==> src/rtl/alu_pkg.sv <==
// rtl/alu_pkg.sv - ALU control encodings and default datapath widths
// Purpose: shared constants for the ALU issue stage and its forwarding mux.
// Ports: none (package).
package alu_pkg;

  localparam int ALU_WIDTH      = 32;
  localparam int ALU_REG_ADDR_W = 5;
  localparam int ALU_CTRL_W     = 4;

  typedef enum logic [3:0] {
    ALU_AND = 4'b0000,
    ALU_OR  = 4'b0001,
    ALU_ADD = 4'b0010,
    ALU_SUB = 4'b0110,
    ALU_SLT = 4'b0111,
    ALU_NOR = 4'b1100
  } alu_ctrl_e;

endpackage

==> src/rtl/alu_fwd_mux.sv <==
// rtl/alu_fwd_mux.sv - per-operand forwarding select (combinational)
// Purpose: picks the freshest value of one source register.
//   Priority: x0 -> 0, then EX/MEM result, then MEM/WB result, then register file.
//   With FWD_EN=0 the bypass inputs are ignored and only the x0 rule applies.
// Ports:
//   rs_i        source register index
//   rf_data_i   register-file read value
//   mem_wr_i    EX/MEM result will be written
//   mem_rd_i    EX/MEM destination index
//   mem_data_i  EX/MEM result
//   wb_wr_i     MEM/WB result will be written
//   wb_rd_i     MEM/WB destination index
//   wb_data_i   MEM/WB result
//   data_o      resolved operand
module alu_fwd_mux #(
  parameter int WIDTH      = 32,
  parameter int REG_ADDR_W = 5,
  parameter bit FWD_EN     = 1'b1
) (
  input  logic [REG_ADDR_W-1:0] rs_i,
  input  logic [WIDTH-1:0]      rf_data_i,
  input  logic                  mem_wr_i,
  input  logic [REG_ADDR_W-1:0] mem_rd_i,
  input  logic [WIDTH-1:0]      mem_data_i,
  input  logic                  wb_wr_i,
  input  logic [REG_ADDR_W-1:0] wb_rd_i,
  input  logic [WIDTH-1:0]      wb_data_i,
  output logic [WIDTH-1:0]      data_o
);

  always_comb begin
    data_o = rf_data_i;
    if (rs_i == '0) begin
      data_o = '0;
    end else if (FWD_EN && mem_wr_i && (mem_rd_i == rs_i)) begin
      // EX/MEM is younger than MEM/WB, so it wins when both match.
      data_o = mem_data_i;
    end else if (FWD_EN && wb_wr_i && (wb_rd_i == rs_i)) begin
      data_o = wb_data_i;
    end
  end

endmodule

==> src/rtl/alu_issue_stage.sv <==
// rtl/alu_issue_stage.sv - ID/EX pipeline register feeding the ALU
// Purpose: captures a decoded op, resolves operand forwarding at capture time and
//   presents registered left/right/control to the ALU under a valid/ready handshake
//   with back-pressure and flush.
// Build option: ALU_ISSUE_FWD_EN enables EX/MEM and MEM/WB bypassing; when undefined the
//   fwd_* inputs are ignored (x0 still reads as zero).
// Ports:
//   clk, reset                         clock, synchronous active-high reset
//   flush                              squash held op and any op offered this cycle
//   in_valid / in_ready                upstream handshake (in_ready combinational)
//   in_rs1, in_rs2, in_rs1_data,
//   in_rs2_data, in_imm, in_use_imm,
//   in_control, in_rd, in_reg_write    decoded op fields
//   fwd_mem_*, fwd_wb_*                bypass sources from EX/MEM and MEM/WB
//   out_ready / out_valid              downstream handshake
//   left, right, control, out_rd,
//   out_reg_write                      registered op presented to the ALU
module alu_issue_stage
  import alu_pkg::*;
#(
  parameter int WIDTH      = ALU_WIDTH,
  parameter int REG_ADDR_W = ALU_REG_ADDR_W,
  parameter int CTRL_W     = ALU_CTRL_W
) (
  input  logic                  clk,
  input  logic                  reset,
  input  logic                  flush,
  input  logic                  in_valid,
  output logic                  in_ready,
  input  logic [REG_ADDR_W-1:0] in_rs1,
  input  logic [REG_ADDR_W-1:0] in_rs2,
  input  logic [WIDTH-1:0]      in_rs1_data,
  input  logic [WIDTH-1:0]      in_rs2_data,
  input  logic [WIDTH-1:0]      in_imm,
  input  logic                  in_use_imm,
  input  logic [CTRL_W-1:0]     in_control,
  input  logic [REG_ADDR_W-1:0] in_rd,
  input  logic                  in_reg_write,
  input  logic                  fwd_mem_wr,
  input  logic [REG_ADDR_W-1:0] fwd_mem_rd,
  input  logic [WIDTH-1:0]      fwd_mem_data,
  input  logic                  fwd_wb_wr,
  input  logic [REG_ADDR_W-1:0] fwd_wb_rd,
  input  logic [WIDTH-1:0]      fwd_wb_data,
  input  logic                  out_ready,
  output logic                  out_valid,
  output logic [WIDTH-1:0]      left,
  output logic [WIDTH-1:0]      right,
  output logic [CTRL_W-1:0]     control,
  output logic [REG_ADDR_W-1:0] out_rd,
  output logic                  out_reg_write
);

`ifdef ALU_ISSUE_FWD_EN
  localparam bit FwdEn = 1'b1;
`else
  localparam bit FwdEn = 1'b0;
`endif

  logic                  valid_q,     valid_d;
  logic [WIDTH-1:0]      left_q,      left_d;
  logic [WIDTH-1:0]      right_q,     right_d;
  logic [CTRL_W-1:0]     control_q,   control_d;
  logic [REG_ADDR_W-1:0] rd_q,        rd_d;
  logic                  reg_write_q, reg_write_d;

  logic [WIDTH-1:0] rs1_val;
  logic [WIDTH-1:0] rs2_val;
  logic             load;

  alu_fwd_mux #(
    .WIDTH      (WIDTH),
    .REG_ADDR_W (REG_ADDR_W),
    .FWD_EN     (FwdEn)
  ) u_fwd_rs1 (
    .rs_i       (in_rs1),
    .rf_data_i  (in_rs1_data),
    .mem_wr_i   (fwd_mem_wr),
    .mem_rd_i   (fwd_mem_rd),
    .mem_data_i (fwd_mem_data),
    .wb_wr_i    (fwd_wb_wr),
    .wb_rd_i    (fwd_wb_rd),
    .wb_data_i  (fwd_wb_data),
    .data_o     (rs1_val)
  );

  alu_fwd_mux #(
    .WIDTH      (WIDTH),
    .REG_ADDR_W (REG_ADDR_W),
    .FWD_EN     (FwdEn)
  ) u_fwd_rs2 (
    .rs_i       (in_rs2),
    .rf_data_i  (in_rs2_data),
    .mem_wr_i   (fwd_mem_wr),
    .mem_rd_i   (fwd_mem_rd),
    .mem_data_i (fwd_mem_data),
    .wb_wr_i    (fwd_wb_wr),
    .wb_rd_i    (fwd_wb_rd),
    .wb_data_i  (fwd_wb_data),
    .data_o     (rs2_val)
  );

  // Empty, or the held op leaves this cycle: a new op can take its place.
  assign in_ready = !valid_q || out_ready;
  assign load     = in_valid && in_ready;

  always_comb begin
    valid_d     = valid_q;
    left_d      = left_q;
    right_d     = right_q;
    control_d   = control_q;
    rd_d        = rd_q;
    reg_write_d = reg_write_q;
    if (flush) begin
      // Offered op is dropped even if in_ready is high.
      valid_d     = 1'b0;
      reg_write_d = 1'b0;
    end else if (load) begin
      valid_d     = 1'b1;
      left_d      = rs1_val;
      right_d     = in_use_imm ? in_imm : rs2_val;
      control_d   = in_control;
      rd_d        = in_rd;
      reg_write_d = in_reg_write;
    end else if (out_ready) begin
      // Drain without refill; data registers keep stale values.
      valid_d = 1'b0;
    end
  end

  always_ff @(posedge clk) begin
    if (reset) begin
      valid_q     <= 1'b0;
      left_q      <= '0;
      right_q     <= '0;
      control_q   <= CTRL_W'(ALU_AND);
      rd_q        <= '0;
      reg_write_q <= 1'b0;
    end else begin
      valid_q     <= valid_d;
      left_q      <= left_d;
      right_q     <= right_d;
      control_q   <= control_d;
      rd_q        <= rd_d;
      reg_write_q <= reg_write_d;
    end
  end

  assign out_valid     = valid_q;
  assign left          = left_q;
  assign right         = right_q;
  assign control       = control_q;
  assign out_rd        = rd_q;
  assign out_reg_write = reg_write_q && valid_q;

endmodule
==> config.mk <==
export PLATFORM = sky130hd
export DESIGN_NAME = alu_issue_stage
export DESIGN_NICKNAME = d
export VERILOG_FILES = /design/src/rtl/alu_pkg.sv /design/src/rtl/alu_fwd_mux.sv /design/src/rtl/alu_issue_stage.sv
export SDC_FILE = /design/constraint.sdc
export NUM_CORES = 1
export LEC_CHECK = 0
export ABC_CLOCK_PERIOD_IN_PS = 2230
export BUFFER_PORTS_ARGS = -buffer_cell sky130_fd_sc_hd__buf_2
export CORE_MARGIN = 5
export CORE_UTILIZATION = 38
export CTS_CLUSTER_DIAMETER = 50
export DETAILED_ROUTE_END_ITERATION = 6
export GPL_TIMING_DRIVEN = 1
export PLACE_DENSITY = 0.72
export SLEW_MARGIN = 20
export SYNTH_ARGS = -nofsm -noshare
export SYNTH_HDL_FRONTEND = slang
export SYNTH_SLANG_ARGS = --single-unit
==> constraint.sdc <==
create_clock -name clk -period 2.23 [get_ports clk]
set_input_delay 0.3345 -clock clk [delete_from_list [all_inputs] [get_ports clk]]
set_output_delay 0.3345 -clock clk [all_outputs]
set_load 0.1 [all_outputs]
==> metrics, run 1 <==
GRT Overall Usage about 18%; Final WS setup 0.273 ns; Syn Inst Count around 460; slack of the worst reg-to-reg path about 0.45 ns; Clock Tree Buf Depth 2; layout cells sized above 1 approximately 41%; Worst Tran Pin Value 0.574 ns; gr ovfl total 0; DPL Wire Length roughly 8500 um; Syn Nets between 600 and 700; Fmax 511 MHz; Post-CTS Repair Setup Buffers 0; Pwr Density approximately 700 nW/um^2; Clock H-tree levels 3; DP Worst Slack ~0.43 ns; routed vias around 4k; RePlAce Congestion around 0.84; Vias per Instance 5.26; setup tns final 0 ns; Max VDD drop just over 0.0003 V; chip height between 100 and 150 um; post-route ant nets 0; first-pass GRT wire length roughly 19,000 um; Initial Util 38.6%; hold path start flush; Leak Pwr roughly 2.5 nW; clock slew at reported path FFs approximately 0.070 ns; CTS Hold Bufs 0; minimum clock period between 1.5 and 2 ns; pin count of the biggest net entering global routing between 50 and 60; Hold WC Path Type in2reg; sequential area share after synthesis 38.1%; Site Rows 37; period utilisation layout around 88%; port bufs between 150 and 200; number of global-route vias before repair ~4.0k; DRT iter0 DRCs ~200; Synth top area share between 30% and 40%; Avg Synthesized Cell Area 8.63 um^2; #FFs+latches synth 75; Worst Setup SP out_valid; R2R cell count 5; RSZ-0062 raised after global routing no; Slew Viols, Final 0; Finished Layout Cells 765; initial antenna violation count 0; Worst R2R End left[19]; # fillers ~1.0k; Max-Cap Viols 0; Post-Route WL between 10,000 and 15,000 um; synth top area cells dfxtp_1 (38%), o41ai_2 (12%), nor2b_1 (10%); Skew-Pair Late Insertion Delay 0.34 ns; CP Capture Type output pin; library cells used by synthesis 23; # diodes 0; critical path class reg2out; Core Region a little over 10,000 um^2; Die Span X 112 um; root buf cell clkbuf_8; Clock Skews 0.00680 ns; total power approximately 3.6 mW; crit path to in_ready; Mapped Area between 3000 and 4000 um^2; DR DRC count 0; Slew HR between 60% and 70%; I/O pin total 274; CTS Sinks 75; CTS resizes 0; Layout area overhead 30.1%; full die area 12,500 um^2; status finished clean; DR pass1 iterations 4; final net count around 820; CTS Buf Count 9; CTS tree built; Synth area leader dfxtp_1; CP arrival between 1.5 and 2 ns; CP Max Fanout 17; Req. time, crit path roughly 1.9 ns; Startpoint Class register; final core occ 50.2%; setup violators final 0; r2r startpoint out_valid; wire per inst between 15 and 20 um; Ys Warns 0; Hold Vio Cnt, Final 0; placed cells 750
-- flip-flops by register name, indices dropped and copies added, names as in the netlist --
register	flops
control	4
left	32
out_rd	5
out_valid	1
reg_write_q	1
right	32
-- where the power goes --
| part | total (mW) | switching [mW] | internal (mW) | leakage, nW |
|---|---|---|---|---|
| logic | 1.08 | 0.832 | 0.252 | 1.75 |
| registers | 1.46 | 0.0389 | 1.42 | 0.615 |
| clock network | 1.04 | 0.472 | 0.572 | 0.0995 |
| total | 3.58 | 1.34 | 2.24 | 2.47 |
-- area by class of cell --
cell class              instances  area, um^2  share of cell area (%)
inverters                      34         128                    2.49
flip-flops and latches         75        1500                    29.2
clock inverters                 2        35.0                   0.682
well taps                     136         170                    3.31
repair buffers                209        1100                    21.5
multi-input cells             296        2040                    39.7
clock buffers                  13         159                    3.10
-- synthesized netlist by cell type --
cell type and count:
nand3_1 10, a311oi_1 32, o21ai_1 30, buf_12 3, inv_2 1, o41ai_1 2
buf_6 3, nor2_1 1, a211oi_1 2, a21oi_1 41, nor2b_1 66, o21ai_0 44
dfxtp_1 75, or4_4 2, buf_4 1, clkbuf_1 26, inv_1 33, o41ai_2 30
nand2_1 33, nor2_8 1, and2_1 1, nand2b_1 1, buf_2 19
-- layer usage --
layer / vias to the layer above / part of all wire (%) / GRT usage [%]
met5: - / 0 / 0
met4: 0 / 1.7 / 6.97
met3: 16 / 10 / 5.71
met2: 185 / 48 / 31.1
met1: 1866 / 40 / 21.8
li1: 1959 / - / -
-- worst max-delay path: stages (launching register included) --
cell and delay, ns:
dfxtp_1 0.33, nor2b_2 0.17, inv_2 0.28, buf_2 0.50
-- worst min-delay path by stage --
stage | to | slack, ns | cells past startpoint
3_5_place_dp | control[1] | 0.47 | 2
5_1_grt | out_rd[3] | 0.21 | 3
4_1_cts | out_valid | 0.20 | 2
3_3_place_gp | control[3] | 0.46 | 2
2_1_floorplan | out_valid | 0.41 | 1
6_report | out_valid | 0.23 | 2
-- per-stage QoR --
stage	cell area (um^2)	hold WS (ns)
2_1_floorplan	3950	0.407
3_3_place_gp	4940	0.459
3_5_place_dp	4940	0.468
4_1_cts	5130	0.204
5_1_grt	5130	0.211
6_report	5130	0.227
-- cell usage in the layout, fill, tap and decap left out, types with 10 or more instances in the layout --
cell and count:
a21oi_1 41, a311oi_1 32, buf_2 196, buf_4 11, clkbuf_8 11, dfxtp_1 75, inv_1 33, nand2_1 32
nand3_1 10, nor2b_1 64, o21ai_0 44, o21ai_1 30, o41ai_2 30
-- kinds of logic (layout without fill, tap and decap cells) --
logic type,Yosys count,in the layout,share of synthesized area (%)
buffers and inverters,86,258,10.7
flip-flops,75,75,38.1
AND/OR/NAND/NOR,115,115,16.4
AO/OA/AOI/OAI,181,181,34.9
Note: power is estimated with default switching activity, not from simulation.
==> inputs of run 2 (changes only) <==
--- a/config.mk
+++ b/config.mk
@@ -5,14 +5,17 @@
 export SDC_FILE = /design/constraint.sdc
 export NUM_CORES = 1
 export LEC_CHECK = 0
+export ABC_AREA = 1
 export ABC_CLOCK_PERIOD_IN_PS = 2230
-export BUFFER_PORTS_ARGS = -buffer_cell sky130_fd_sc_hd__buf_2
+export BUFFER_PORTS_ARGS = -buffer_cell sky130_fd_sc_hd__clkbuf_2
+export CELL_PAD_IN_SITES_DETAIL_PLACEMENT = 0
+export CELL_PAD_IN_SITES_GLOBAL_PLACEMENT = 1
 export CORE_MARGIN = 5
-export CORE_UTILIZATION = 38
+export CORE_UTILIZATION = 28
 export CTS_CLUSTER_DIAMETER = 50
 export DETAILED_ROUTE_END_ITERATION = 6
 export GPL_TIMING_DRIVEN = 1
-export PLACE_DENSITY = 0.72
+export PLACE_DENSITY = 0.83
 export SLEW_MARGIN = 20
 export SYNTH_ARGS = -nofsm -noshare
 export SYNTH_HDL_FRONTEND = slang
==> run 2 against run 1 <==
- non-clock buffer count fell by 2
- global-route usage down 4.8 points
- critical path depth fell by 1
- worst hold slack better by 0.0054 ns
- synthesized cell count rose by 47%
- via count rose by 0.94%
- clock power grew 56%
- flip-flop and latch count stayed put
- register-to-register slack gained 0.40 ns
- combinational power rose by 12%
- largest power group is now the clock network
==> metrics, run 2 <==
top-count cell post-synth nand2_1; Leak Pwr approximately 3.4 nW; fin area 5410 um^2; WHS Path Cells 3; Site Rows 43; DR DRC count 0; gr ovfl total 0; Clock Tree Buf Depth 2; Seq. cell area approximately 1500 um^2; Synth area leader dfxtp_1; multi-input logic area 1610 um^2; CTS Buf Count 9; setup violators final 0; DPL Wire Length between 8000 and 9000 um; sequential area share after synthesis between 30% and 40%; RSZ-0062 raised after global routing no; chip height between 100 and 150 um; Initial Util between 20% and 30%; Post-CTS Repair Setup Buffers 0; GRT Overall Usage about 14%; Adder-Cell Fraction of Synth Area 0%; RePlAce Congestion 0.731; Hold Vio Cnt, Final 0; Slew Viols, Final 0; #FFs+latches synth 75; CP Max Fanout 4; CP arrival between 1 and 1.5 ns; library cells used by synthesis 15; Avg Synthesized Cell Area between 5 and 6 um^2; Placed Area between 5000 and 6000 um^2; CTS Sinks 75; main combinational cell family by area after synthesis simple AND/OR/NAND/NOR gates; Core Region between 10,000 and 15,000 um^2; Clock Skews 0.00452 ns; wire per inst between 10 and 15 um; synth cell count leaders nand2_1 (206), inv_1 (166), nor2_1 (100), a21oi_1 (75), dfxtp_1 (75); routed vias around 4.1k; Clock H-tree levels 3; Req. time, crit path 1.90 ns; layout cells sized above 1 a little over a quarter; Finished Layout Cells 1,039; Syn Inst Count about 670; final net count around 1.1k; critical path class reg2out; Max VDD drop ~0.00031 V; pin count of the biggest net entering global routing 65; synth top area cells dfxtp_1 (38%), nand2_1 (19%), inv_1 (16%); ys async rst share 0%; CTS Hold Bufs 0; first-pass GRT wire length between 15,000 and 20,000 um; Post-Route WL approximately 11,000 um; hold slack roughly 0.23 ns; Die Span X ~130 um; initial antenna violation count 1; most frequent cells in the layout nand2_1 (206), clkbuf_2 (197), inv_1 (166); Hold WC Path Type in2reg; Vias per Instance around 4; Slew HR 61.7%; mux cell area share after synthesis 0%; period utilisation layout between 70% and 80%; post-route ant nets 0; Syn Nets 871; setup tns final 0 ns; port bufs 197; clock slew at reported path FFs approximately 0.060 ns; full die area 16,700 um^2; Skew-Pair Late Insertion Delay between 0.3 and 0.4 ns; I/O pin total approximately 270; Max-Cap Viols 0; # diodes 0; # fillers 1,551; most common library cell in the layout ignoring fill and taps nand2_1; minimum clock period around 1.6 ns; number of synthesized flops with an enable pin 0; Mapped Area 3980 um^2; Ys Warns 0; placed cells just over 1k; DRT iter0 DRCs 122; post-synthesis compound-gate area fraction approximately a tenth; Pwr Density ~800 nW/um^2; CTS resizes 0; number of global-route vias before repair approximately 3.8k; DR pass1 iterations 4; Synth top area share a little under two fifths; Startpoint Class register; Most used DFF post-synth dfxtp_1; Fmax 626 MHz; post-synthesis simple-gate area fraction 30.7%; root buf cell clkbuf_16; status finished clean; CP Capture Type output pin; CTS tree built; XOR/XNOR Fraction of Synth Area 0%; R2R cell count 7; Layout area overhead 36.2%; total power about 4.3 mW; Worst Tran Pin Value around 0.58 ns
run 2: cell types whose count changed in the layout (fill, tap and decap cells not counted), moves of 30 or more:
| cell | delta |
|---|---|
| nor2b_1 | -64 |
| buf_2 | -196 |
| nand2_1 | +174 |
| a21oi_1 | +34 |
| o21ai_1 | -30 |
| o41ai_2 | -30 |
| nor2_1 | +100 |
| clkbuf_2 | +197 |
| inv_1 | +133 |
| a311oi_1 | -32 |
| o21ai_0 | -44 |
run 2: per-layer routing:
| metal | share of wire, % | GRT usage [%] | up-vias |
|---|---|---|---|
| met3 | 11 | 5.61 | 13 |
| met1 | 45 | 16.6 | 1625 |
| li1 | - | - | 2282 |
| met4 | 1.5 | 5.00 | 2 |
| met5 | 0.16 | 0 | - |
| met2 | 42 | 21.4 | 142 |
run 2: worst paths after layout:
| kind | startpoint | slack (ns) | endpoint |
|---|---|---|---|
| worst max-delay path | out_valid | 0.63 | in_ready |
| worst min register to register | out_rd[1] | 0.47 | out_rd[1] |
| worst min-delay path | in_rs1_data[15] | 0.23 | left[15] |
| worst max register to register | out_valid | 0.85 | right[12] |
run 2: power breakdown:
group / internal, mW / switching, mW / total [mW]
logic: 0.264 / 0.950 / 1.21
registers: 1.43 / 0.0440 / 1.48
clock network: 1.04 / 0.578 / 1.62
total: 2.74 / 1.57 / 4.31
run 2: cells by family after synthesis:
logic type	Yosys count
flip-flops	75
AO/OA/AOI/OAI	76
AND/OR/NAND/NOR	319
buffers and inverters	203
run 2: critical path, cell delays in order (launching register included):
cell	delay (ns)
dfxtp_2	0.34
nand2_2	0.12
clkbuf_2	0.47
run 2: cell type report:
| class | instances | area share, % |
|---|---|---|
| multi-input combinational | 395 | 29.8 |
| timing repair buffer | 207 | 20.5 |
| inverter | 166 | 11.5 |
| sequential | 75 | 27.8 |
| clock inverter | 5 | 1.57 |
| clock buffer | 11 | 4.67 |
| tap | 180 | 4.16 |
run 2: metrics by stage:
| step | worst slack [ns] | utilization [%] |
|---|---|---|
| 6_report | 0.634 | 39.0 |
| 5_1_grt | 0.580 | 39.0 |
| 4_1_cts | 0.603 | 39.0 |
| 3_5_place_dp | 0.699 | 36.6 |
| 3_3_place_gp | 0.677 | 36.6 |
| 2_1_floorplan | 0.304 | - |
==> inputs of run 3 (changes only) <==
--- a/config.mk
+++ b/config.mk
@@ -5,17 +5,17 @@
 export SDC_FILE = /design/constraint.sdc
 export NUM_CORES = 1
 export LEC_CHECK = 0
-export ABC_AREA = 1
-export ABC_CLOCK_PERIOD_IN_PS = 2230
+export ABC_AREA = 0
+export ABC_CLOCK_PERIOD_IN_PS = 1400
 export BUFFER_PORTS_ARGS = -buffer_cell sky130_fd_sc_hd__clkbuf_2
 export CELL_PAD_IN_SITES_DETAIL_PLACEMENT = 0
 export CELL_PAD_IN_SITES_GLOBAL_PLACEMENT = 1
 export CORE_MARGIN = 5
-export CORE_UTILIZATION = 28
+export CORE_UTILIZATION = 26
 export CTS_CLUSTER_DIAMETER = 50
 export DETAILED_ROUTE_END_ITERATION = 6
 export GPL_TIMING_DRIVEN = 1
-export PLACE_DENSITY = 0.83
+export PLACE_DENSITY = 0.75
 export SLEW_MARGIN = 20
 export SYNTH_ARGS = -nofsm -noshare
 export SYNTH_HDL_FRONTEND = slang
==> constraint.sdc (replaced) <==
create_clock -name clk -period 1.4 [get_ports clk]
set_input_delay 0.21 -clock clk [delete_from_list [all_inputs] [get_ports clk]]
set_output_delay 0.21 -clock clk [all_outputs]
set_load 0.1 [all_outputs]
==> run 3 against run 2 <==
- the run now ends with negative setup slack left
- non-clock buffer count rose by 17
- sequential share of layout area fell by 2.4 points
- critical path depth rose by 3
- final area rose by 9.8%
- clock power rose by 47%
- largest cell class unchanged
- worst hold slack got worse by 0.14 ns
- first-iteration DRC count fell by 4.1%
==> metrics, run 3 (synthesis results as in run 1) <==
gr ovfl total 0; GRT Overall Usage 14.4%; DR pass1 iterations 4; Max-Cap Viols 0; Hold WC Path Type in2reg; r2r startpoint out_valid; CTS Sinks between 70 and 80; WHS Path Cells 2; Max VDD drop approximately 0.00054 V; chip height 133 um; routed vias between 4k and 5k; # diodes 0; minimum clock period around 1.5 ns; pin count of the biggest net entering global routing 50; DR DRC count 0; Initial Util a little over a quarter; Site Rows 45; slack of the worst reg-to-reg path -0.03 ns; CTS Hold Bufs 0; status finished, violations left; Final WS setup -0.0759 ns; Worst Setup SP out_valid; hold path start flush; wire per inst approximately 16 um; fin area between 5000 and 6000 um^2; Clock Skews slightly above 0.006 ns; Skew-Pair Late Insertion Delay ~0.34 ns; critical path class reg2out; setup violators final 14; DPL Wire Length between 8000 and 9000 um; most frequent cells in the layout clkbuf_2 (147), dfxtp_1 (74), nor2b_1 (64); CP Capture Type output pin; CP arrival between 1 and 1.5 ns; Worst R2R End right[29]; Slew Viols, Final 0; CTS Buf Count 9; root buf cell clkbuf_16; DRT iter0 DRCs around 120; Slew HR 63.4%; failing checks negative setup slack; Hold Vio Cnt, Final 0; clock slew at reported path FFs 0.06 ns; first-pass GRT wire length ~21,000 um; setup tns final -0.194 ns; CP Max Fanout 2; port bufs approximately 200; Vias per Instance slightly below 5; Worst Tran Pin Value ~0.55 ns; Startpoint Class register; Clock Tree Buf Depth 2; Hold Path End out_valid; full die area ~18,000 um^2; layout cells sized above 1 between 40% and 50%; Leak Pwr around 2.8 nW; initial antenna violation count 0; Post-Route WL ~13,000 um; most common library cell in the layout ignoring fill and taps clkbuf_2; post-route ant nets 0; Layout area overhead 50.7%; RSZ-0062 raised after global routing yes; I/O pin total 274; CTS tree built; Core Region roughly 15,000 um^2; Clock H-tree levels 3; # fillers roughly 1.5k; Req. time, crit path about 1.2 ns; Fmax around 680 MHz; R2R cell count 6; Placed Area roughly 5400 um^2; Die Span X ~130 um; final net count about 840; period utilisation layout 105%; RePlAce Congestion between 0.7 and 0.8; number of global-route vias before repair 4,089; Pwr Density about 1100 nW/um^2
-- run 3: stage by stage --
| step | total power, mW | util, % | setup slack, ns | hold WS (ns) | std cells |
|---|---|---|---|---|---|
| 6_report | 6.64 | 39.5 | -0.0759 | 0.0972 | 833 |
| 5_1_grt | 6.92 | 39.5 | -0.130 | 0.0913 | 833 |
| 2_1_floorplan | 3.71 | - | -0.0406 | 0.273 | 457 |
| 4_1_cts | 6.67 | 38.3 | -0.104 | 0.0828 | 830 |
| 3_3_place_gp | 4.21 | 35.8 | -0.111 | 0.448 | 810 |
| 3_5_place_dp | 4.23 | 35.8 | -0.120 | 0.450 | 810 |
-- run 3: power breakdown --
part / total, mW / switching, mW / internal, mW / leakage [nW]
logic: 1.93 / 1.38 / 0.545 / 2.00
registers: 2.33 / 0.0678 / 2.26 / 0.616
clock network: 2.38 / 0.956 / 1.43 / 0.148
total: 6.64 / 2.41 / 4.23 / 2.77
-- run 3: layer usage --
layer / vias up / track usage, % / part of all wire (%)
met3: 17 / 6.04 / 8.8
met5: - / 0 / 0
met1: 1847 / 17.1 / 42
li1: 1998 / - / -
met4: 0 / 4.57 / 1.3
met2: 154 / 23.6 / 47
-- run 3: cell type report --
cell class	count	area (um^2)	share of cell area, %
tap	188	235	3.96
multi-input combinational	296	2180	36.7
clock inverter	6	65.1	1.09
timing repair buffer	224	1580	26.6
sequential	75	1510	25.3
clock buffer	10	239	4.02
inverter	34	135	2.27
-- run 3: worst max path at each step --
stage,depth (start not counted),slack (ns),end
after detailed placement,4,-0.12,right[0]
after global placement,4,-0.11,right[0]
after floorplan,6,-0.04,left[0]
after CTS,5,-0.10,in_ready
final,5,-0.08,in_ready
after global routing,5,-0.13,in_ready
-- run 3: worst max-delay path, cell delays in order, from the launching register on --
cell	delay [ns]
dfxtp_4	0.34
nor2b_4	0.16
buf_12	0.12
inv_8	0.03
buf_12	0.11
buf_12	0.15
-- run 3: what timing repair did --
action | 4_1_cts | 5_1_grt
resized for setup | 7 | 16
gates cloned | 1 | 3
setup buffers | 3 | 0
endpoints found under the setup margin | 2 | 67
